===== config.mk =====
export PLATFORM = sky130hd
export DESIGN_NAME = data_mem_ctrl_flat
export DESIGN_NICKNAME = d
export VERILOG_FILES = /design/src/rtl/data_mem_ctrl_if.sv /design/src/rtl/data_mem_ctrl.sv /design/src/flat_wrapper.sv
export SDC_FILE = /design/constraint.sdc
export NUM_CORES = 2
export LEC_CHECK = 0
export BUFFER_PORTS_ARGS = -buffer_cell sky130_fd_sc_hd__buf_2
export CAP_MARGIN = 20
export CORE_MARGIN = 2
export CORE_UTILIZATION = 50
export DETAILED_ROUTE_END_ITERATION = 16
export GPL_TIMING_DRIVEN = 0
export PLACE_DENSITY = 0.75
export SLEW_MARGIN = 20
export SYNTH_ARGS = -nofsm -noshare
export SYNTH_HDL_FRONTEND = slang
export SYNTH_SLANG_ARGS = --single-unit

===== constraint.sdc =====
create_clock -name CLK -period 4.4 [get_ports CLK]
set_input_delay 0.44 -clock CLK [delete_from_list [all_inputs] [get_ports CLK]]
set_output_delay 0.44 -clock CLK [all_outputs]
set_load 0.05 [all_outputs]

===== src/rtl/data_mem_ctrl_if.sv =====
// Request/response bus between the EX/MEM stage and the byte-addressed data memory.
// The pipeline side drives the request fields; the memory answers with a one-cycle ready pulse.
interface data_mem_ctrl_if #(
    parameter int ADDR_W = 32
);
    logic              req;
    logic              we;
    logic [1:0]        size;
    logic              unsigned_ld;
    logic [ADDR_W-1:0] addr;
    logic [31:0]       wdata;
    logic [31:0]       rdata;
    logic              ready;
    logic              misalign;
    logic              busy;

    modport master (
        output req, we, size, unsigned_ld, addr, wdata,
        input  rdata, ready, misalign, busy
    );

    modport slave (
        input  req, we, size, unsigned_ld, addr, wdata,
        output rdata, ready, misalign, busy
    );
endinterface


===== src/rtl/data_mem_ctrl.sv =====
// Byte-addressed data memory with req/ready handshake, programmable wait states,
// byte/half/word lane-enabled stores, sign/zero-extended loads and misalignment flagging.
module data_mem_ctrl #(
    parameter int DEPTH   = 64,
    parameter int LATENCY = 1,
    parameter int ADDR_W  = 32
) (
    input  logic          CLK,
    input  logic          reset,
    data_mem_ctrl_if.slave bus
);
    localparam int         IDX_W = $clog2(DEPTH);
    localparam logic [3:0] LAT_C = 4'(LATENCY);

    typedef enum logic [1:0] {
        ST_IDLE = 2'b00,
        ST_WAIT = 2'b01,
        ST_RESP = 2'b10
    } state_t;

    state_t            state_r;
    logic [3:0]        cnt_r;
    logic              we_r;
    logic [1:0]        size_r;
    logic              uns_r;
    logic [IDX_W+1:0]  addr_r;
    logic [31:0]       wdata_r;
    logic [31:0]       rdata_r;
    logic              ready_r;
    logic              misalign_r;
    logic              busy_r;
    logic [31:0]       mem_r [DEPTH];

    logic [IDX_W-1:0]  idx_s;
    logic [1:0]        lane_s;
    logic              bad_s;
    logic [3:0]        be_s;
    logic [31:0]       wword_s;
    logic [31:0]       word_s;
    logic [31:0]       load_s;
    logic              accept_s;
    logic              access_s;
    logic              unused_addr_s;

    function automatic logic is_misaligned(input logic [1:0] sz, input logic [1:0] lane);
        logic bad;
        case (sz)
            2'b00:   bad = 1'b0;
            2'b01:   bad = lane[0];
            2'b10:   bad = (lane != 2'b00);
            default: bad = 1'b1;
        endcase
        return bad;
    endfunction

    function automatic logic [3:0] lane_mask(input logic [1:0] sz, input logic [1:0] lane);
        logic [3:0] m;
        case (sz)
            2'b00:   m = 4'b0001 << lane;
            2'b01:   m = lane[1] ? 4'b1100 : 4'b0011;
            2'b10:   m = 4'b1111;
            default: m = 4'b0000;
        endcase
        return m;
    endfunction

    function automatic logic [31:0] replicate(input logic [1:0] sz, input logic [31:0] d);
        logic [31:0] r;
        case (sz)
            2'b00:   r = {4{d[7:0]}};
            2'b01:   r = {2{d[15:0]}};
            default: r = d;
        endcase
        return r;
    endfunction

    function automatic logic [31:0] load_extend(input logic [1:0] sz, input logic uns,
                                                input logic [1:0] lane, input logic [31:0] word);
        logic [31:0] sh;
        logic [31:0] r;
        sh = word >> {lane, 3'b000};
        case (sz)
            2'b00:   r = uns ? {24'h000000, sh[7:0]}  : {{24{sh[7]}}, sh[7:0]};
            2'b01:   r = uns ? {16'h0000, sh[15:0]}   : {{16{sh[15]}}, sh[15:0]};
            2'b10:   r = word;
            default: r = 32'h0000_0000;
        endcase
        return r;
    endfunction

    // Decode the latched request into word index, lane enables and load result.
    always_comb begin
        idx_s    = addr_r[IDX_W+1:2];
        lane_s   = addr_r[1:0];
        bad_s    = is_misaligned(size_r, lane_s);
        be_s     = lane_mask(size_r, lane_s);
        wword_s  = replicate(size_r, wdata_r);
        word_s   = mem_r[idx_s];
        load_s   = load_extend(size_r, uns_r, lane_s, word_s);
        accept_s = bus.req && ((state_r == ST_IDLE) || (state_r == ST_RESP));
        // WAIT lasts LATENCY+1 cycles; the access fires on its final edge.
        access_s = (state_r == ST_WAIT) && (cnt_r == 4'd0);
    end

    assign unused_addr_s = ^bus.addr[ADDR_W-1:IDX_W+2];

    // Commit legal stores on the edge that enters the response cycle.
    always_ff @(posedge CLK) begin
        if (!reset && access_s && we_r && !bad_s) begin
            for (int b = 0; b < 4; b++) begin
                if (be_s[b]) begin
                    mem_r[idx_s][8*b +: 8] <= wword_s[8*b +: 8];
                end
            end
        end
    end

    // Handshake FSM: accept, count wait states, then present one response cycle.
    always_ff @(posedge CLK) begin
        if (reset) begin
            state_r    <= ST_IDLE;
            cnt_r      <= 4'd0;
            we_r       <= 1'b0;
            size_r     <= 2'b00;
            uns_r      <= 1'b0;
            addr_r     <= '0;
            wdata_r    <= 32'h0000_0000;
            rdata_r    <= 32'h0000_0000;
            ready_r    <= 1'b0;
            misalign_r <= 1'b0;
            busy_r     <= 1'b0;
        end else begin
            ready_r <= 1'b0;
            case (state_r)
                ST_IDLE, ST_RESP: begin
                    // The edge leaving RESP may already take the next request.
                    if (accept_s) begin
                        we_r    <= bus.we;
                        size_r  <= bus.size;
                        uns_r   <= bus.unsigned_ld;
                        addr_r  <= bus.addr[IDX_W+1:0];
                        wdata_r <= bus.wdata;
                        cnt_r   <= LAT_C;
                        busy_r  <= 1'b1;
                        state_r <= ST_WAIT;
                    end else begin
                        busy_r  <= 1'b0;
                        state_r <= ST_IDLE;
                    end
                end
                ST_WAIT: begin
                    if (cnt_r == 4'd0) begin
                        state_r    <= ST_RESP;
                        ready_r    <= 1'b1;
                        misalign_r <= bad_s;
                        rdata_r    <= (bad_s || we_r) ? 32'h0000_0000 : load_s;
                    end else begin
                        cnt_r <= cnt_r - 4'd1;
                    end
                end
                default: begin
                    busy_r  <= 1'b0;
                    state_r <= ST_IDLE;
                end
            endcase
        end
    end

    assign bus.rdata    = rdata_r;
    assign bus.ready    = ready_r;
    assign bus.misalign = misalign_r;
    assign bus.busy     = busy_r;
endmodule


===== src/flat_wrapper.sv =====
// flat-port wrapper written by rule: the top's interface ports become plain ports
module data_mem_ctrl_flat 
#(
    parameter int DEPTH   = 64,
    parameter int LATENCY = 1,
    parameter int ADDR_W  = 32
)
  (CLK, reset, bus_req, bus_we, bus_size, bus_unsigned_ld, bus_addr, bus_wdata, bus_rdata, bus_ready, bus_misalign, bus_busy);
  data_mem_ctrl_if #(.ADDR_W(ADDR_W)) bus_i ();
  input  logic CLK;
  input  logic reset;
  input wire logic [$bits(bus_i.req)-1:0] bus_req;
  input wire logic [$bits(bus_i.we)-1:0] bus_we;
  input wire logic [$bits(bus_i.size)-1:0] bus_size;
  input wire logic [$bits(bus_i.unsigned_ld)-1:0] bus_unsigned_ld;
  input wire logic [$bits(bus_i.addr)-1:0] bus_addr;
  input wire logic [$bits(bus_i.wdata)-1:0] bus_wdata;
  output wire logic [$bits(bus_i.rdata)-1:0] bus_rdata;
  output wire logic [$bits(bus_i.ready)-1:0] bus_ready;
  output wire logic [$bits(bus_i.misalign)-1:0] bus_misalign;
  output wire logic [$bits(bus_i.busy)-1:0] bus_busy;
  assign bus_i.req = bus_req;
  assign bus_i.we = bus_we;
  assign bus_i.size = bus_size;
  assign bus_i.unsigned_ld = bus_unsigned_ld;
  assign bus_i.addr = bus_addr;
  assign bus_i.wdata = bus_wdata;
  assign bus_rdata = bus_i.rdata;
  assign bus_ready = bus_i.ready;
  assign bus_misalign = bus_i.misalign;
  assign bus_busy = bus_i.busy;
  data_mem_ctrl #(.DEPTH(DEPTH), .LATENCY(LATENCY), .ADDR_W(ADDR_W)) u_core (.CLK(CLK), .reset(reset), .bus(bus_i));
endmodule

==> impl_results.md <==
- Core Rows: 149
- Worst-Skew Late Latency: 0.89 ns
- Gr busiest metal: met2
- DRT antenna net count: 0
- Slowest-stage cell, CP: dfxtp_2
- Grt met1 use: 44.6%
- Worst min-delay path startpoint: bus_req
- R2R Path End: u_core.bus.rdata[13]$_SDFFE_PP0P_
- Avg Cell Area, Syn: 20.6 sq um
- Power share of the combinational group: 7.9%
- Met2 GRT Util: 50.2%
- Final net count: 4511
- CTS Buf Count: 203
- FMAX: 0.221 GHz
- Number of global-route vias before repair: 44900
- Final instance area: 95900 sq um
- Worst hold path type: primary input to flip-flop
- Top cells by area, synth: edfxtp_1 (74%), mux4_2 (15%), dfxtp_1 (2.2%)
- Sw Pwr: 0.0103 W
- Final Max Slew Viols: 0
- Synth Register Bits: 2139
- Failing checks: setup timing
- Fin Hold WS: 0.166 ns
- Total GRT Usage: 34.6%
- # DRC: 0
- Antenna violations before repair: 17
- Worst setup EP type: flip-flop
- Post-Syn Instances: 4048
- Syn_nets: 4121
- Power density cells: 455 nW/um^2
- Final WS setup: -0.127 ns
- Hold EP: u_core.wdata_r[24]$_SDFFE_PP0P_
- Clk_skew: 0.0706 ns
- Max-Cap Viols: 0
- Crit path buffers/inverters: 6
- Crit-path cells: buf_4 -> buf_4 -> buf_4 -> buf_2 -> buf_8 -> clkbuf_4 -> mux4_2 -> mux2i_1 -> a21oi_1 -> a22oi_1 -> nand2_1 -> a22o_1 -> a211oi_1 -> o31ai_1
- Fin. Hold Viols: 0
- Chip height: 412 microns
- Total grt overflow: 0
- Die Wd: 412 microns
- Net Sw Frac: 23.6%
- Unrepaired setup endpoints after global routing: no
- Core ar.: 165000 sq um
- Yosys top cell by area: edfxtp_1
- Die Area: 170000 sq um
- Syn Std Cell Area: 83300 sq um
- Largest net degree at the start of global routing: 69
- Nature of the critical path startpoint: flip-flop
- H-tree depth: 4
- Period utilisation layout: 103%
- Initial core utilization: 50.4%
- Final TNS setup: -1.70 ns
- Clock Power Share: 40.3%
- Worst Path Required: 5.12 ns
- Boundary Pins: 106
- Post-synth top area share: 73.8%
- Seq/Total Area, Yosys: 76.0%
- Lkg Pwr: 30.9 nW
- Post-synth EDFFs: 2048
- Area grow syn2layout: 15.1%
- DR vias: 47900
- Non-Filler Instances: 6813
- Slew at the pin closest to its max-slew limit: 1.25 ns
- Fraction of layout cells with a size suffix above 1: 29.2%
- TritonRoute pass-1 iters: 7
- Reg2Reg Depth: 14
- IO buf count: 80
- Met3 Usage GRT: 12.6%
- Global-route wire length before repair: 388000 microns
- Worst Hold Path Cells: 5
- DR WL/cell: 43.2 microns
- # placed instances: 6367
- Post-synth cell types: 61
- Root buf cell: clkbuf_16
- VDD IR max: 424 uV
- Slew HR: 16.4%
- GP Congestion: 1.05
- CP arrival: 5.25 ns
- Final setup violation count: 24
- Via/cell ratio: 7.02
- CTS max path bufs: 3
- Slowest stage delay, CP: 0.48 ns
- Initial drt markers: 9928
- CTS tree: done
- CP most frequent cell: buf_4
- CP top delay family: buffers and inverters
- R2R setup slack: -0.13 ns
- Final Critical Period: 4.53 ns
- Placement-stage cell area: 87800 sq um
- Clk slew on worst S/H paths: 0.07 ns
- Warnings from Yosys: 0
- Crit path max fanout: 10
- Clock Sinks: 2139
- Sequential share of power: 51.8%
- Pint: 0.0333 W
- FFs w/ async S/R, synth: 0%
- Top_reg_cell synth: edfxtp_1
- Drt total wl: 294000 microns
- HPWL Detailed: 199000 microns
- Status: finished with violations
- Setup CP Type: flip-flop to flip-flop
layer usage:
metal | wire [microns] | up-vias
met1 | 99300 | 24800
li1 | - | 17600
met2 | 128000 | 4523
met3 | 43900 | 944
met5 | 104 | -
met4 | 22800 | 16
cells by family after synthesis:
group,count (synthesis),synth area share [%]
AOI/OAI and AO/OA,360,3.02
muxes,674,16.4
buffers and inverters,256,1.43
DFF,2139,76.0
xor gates and xnor gates,3,0.0315
adders and majority gates,2,0.0300
and+or+nand+nor,614,3.07
sequential cells by signal (all words and copies together), names as in the netlist, 2 cells and up, named ones only:
signal            count
u_core.size_r         2
u_core.bus.rdata     32
u_core.cnt_r          4
u_core.state_r        2
u_core.addr_r         8
u_core.wdata_r       32
u_core.mem_r       2048
synthesized netlist by cell type, drive strengths merged, types with 9 or more instances:
library cell  instances
a22oi                93
a22o                 24
dfxtp                91
nor2b                18
nor2                292
o21ai                21
a32oi                 9
nand3                21
buf                 135
edfxtp             2048
clkbuf              113
mux2                 31
nand2b               13
o22ai                12
nor3                 10
a221oi               25
mux2i                93
nand2               218
a211oi               22
mux4                550
a21oi               102
how the worst max path moves through the flow:
stage | slack [ns] | cells after the start | start | to
6_report | -0.13 | 14 | flip-flop | u_core.bus.rdata[13]$_SDFFE_PP0P_
2_1_floorplan | 0.95 | 2 | u_core.wdata_r[5]$_SDFFE_PP0P_ | u_core.mem_r[0][29]$_DFFE_PP_
3_3_place_gp | -2.55 | 12 | flip-flop | u_core.bus.rdata[4]$_SDFFE_PP0P_
3_5_place_dp | -1.47 | 12 | flip-flop | u_core.bus.rdata[8]$_SDFFE_PP0P_
4_1_cts | 0.005 | 11 | flip-flop | u_core.bus.rdata[8]$_SDFFE_PP0P_
5_1_grt | 0.002 | 9 | u_core.cnt_r[0]$_SDFFE_PP0P_ | u_core.mem_r[51][18]$_DFFE_PP_
power by group through the flow:
stage	clock network [W]	logic, W	registers (W)
after global placement	0	0.00291	0.0231
after detailed placement	0	0.00314	0.0230
after floorplan	0	0.00154	0.0230
final	0.0176	0.00345	0.0226
after global routing	0.0182	0.00344	0.0226
after CTS	0.0175	0.00326	0.0226
worst reg2reg max path, stage by stage (launching register included):
cell and delay [ns]:
dfxtp_2 0.48, buf_4 0.30, buf_4 0.35, buf_4 0.34, buf_2 0.33, buf_8 0.20, clkbuf_4 0.38, mux4_2 0.40
mux2i_1 0.32, a21oi_1 0.15, a22oi_1 0.20, nand2_1 0.31, a22o_1 0.30, a211oi_1 0.20, o31ai_1 0.11
timing repair:
action | in CTS | in global routing
hold buffers | 42 | 0
setup endpoints to repair | 522 | 119
pin swaps | 4 | 2
setup buffers | 6 | 5
resized for setup | 211 | 56
hold endpoints to repair | 46 | 0
through the flow:
| step | setup slack [ns] | util (%) | total power, W |
|---|---|---|---|
| 4_1_cts | 0.00459 | 57.8 | 0.0433 |
| 3_3_place_gp | -2.55 | 52.3 | 0.0260 |
| 2_1_floorplan | 0.953 | - | 0.0246 |
| 3_5_place_dp | -1.47 | 53.1 | 0.0261 |
| 5_1_grt | 0.00249 | 58.0 | 0.0442 |
| 6_report | -0.127 | 58.0 | 0.0436 |
area by class of cell:
cell class              instances  area, sq um
diodes                         13         32.5
plain buffers                 248         1660
clock buffers                 269         5580
clock inverters               109         1080
fillers                     11700        69300
inverters                       8         30.0
multi-input cells            1653        19400
flip-flops and latches       2139        63300
well taps                    2189         2740
repair buffers                185         1970
cells in the final DEF, fill, tap and decap left out, drive strengths merged, types with 7 or more instances in the layout:
cell type	netlist	final
a211oi	22	22
a21oi	102	102
a221oi	25	25
a22o	24	24
a22oi	93	93
a311oi	8	8
a32oi	9	9
buf	135	271
bufinv	0	13
clkbuf	113	389
clkinv	0	81
clkinvlp	0	11
dfxtp	91	91
diode	0	13
dlygate4sd3	0	42
edfxtp	2048	2048
inv	8	12
mux2	31	31
mux2i	93	93
mux4	550	550
nand2	218	218
nand2b	13	13
nand3	21	21
nand4	7	7
nor2	292	292
nor2b	18	18
nor3	10	10
nor3b	8	8
o21ai	21	21
o221ai	8	8
o22ai	12	12
Power figures use the tool's default switching activity.
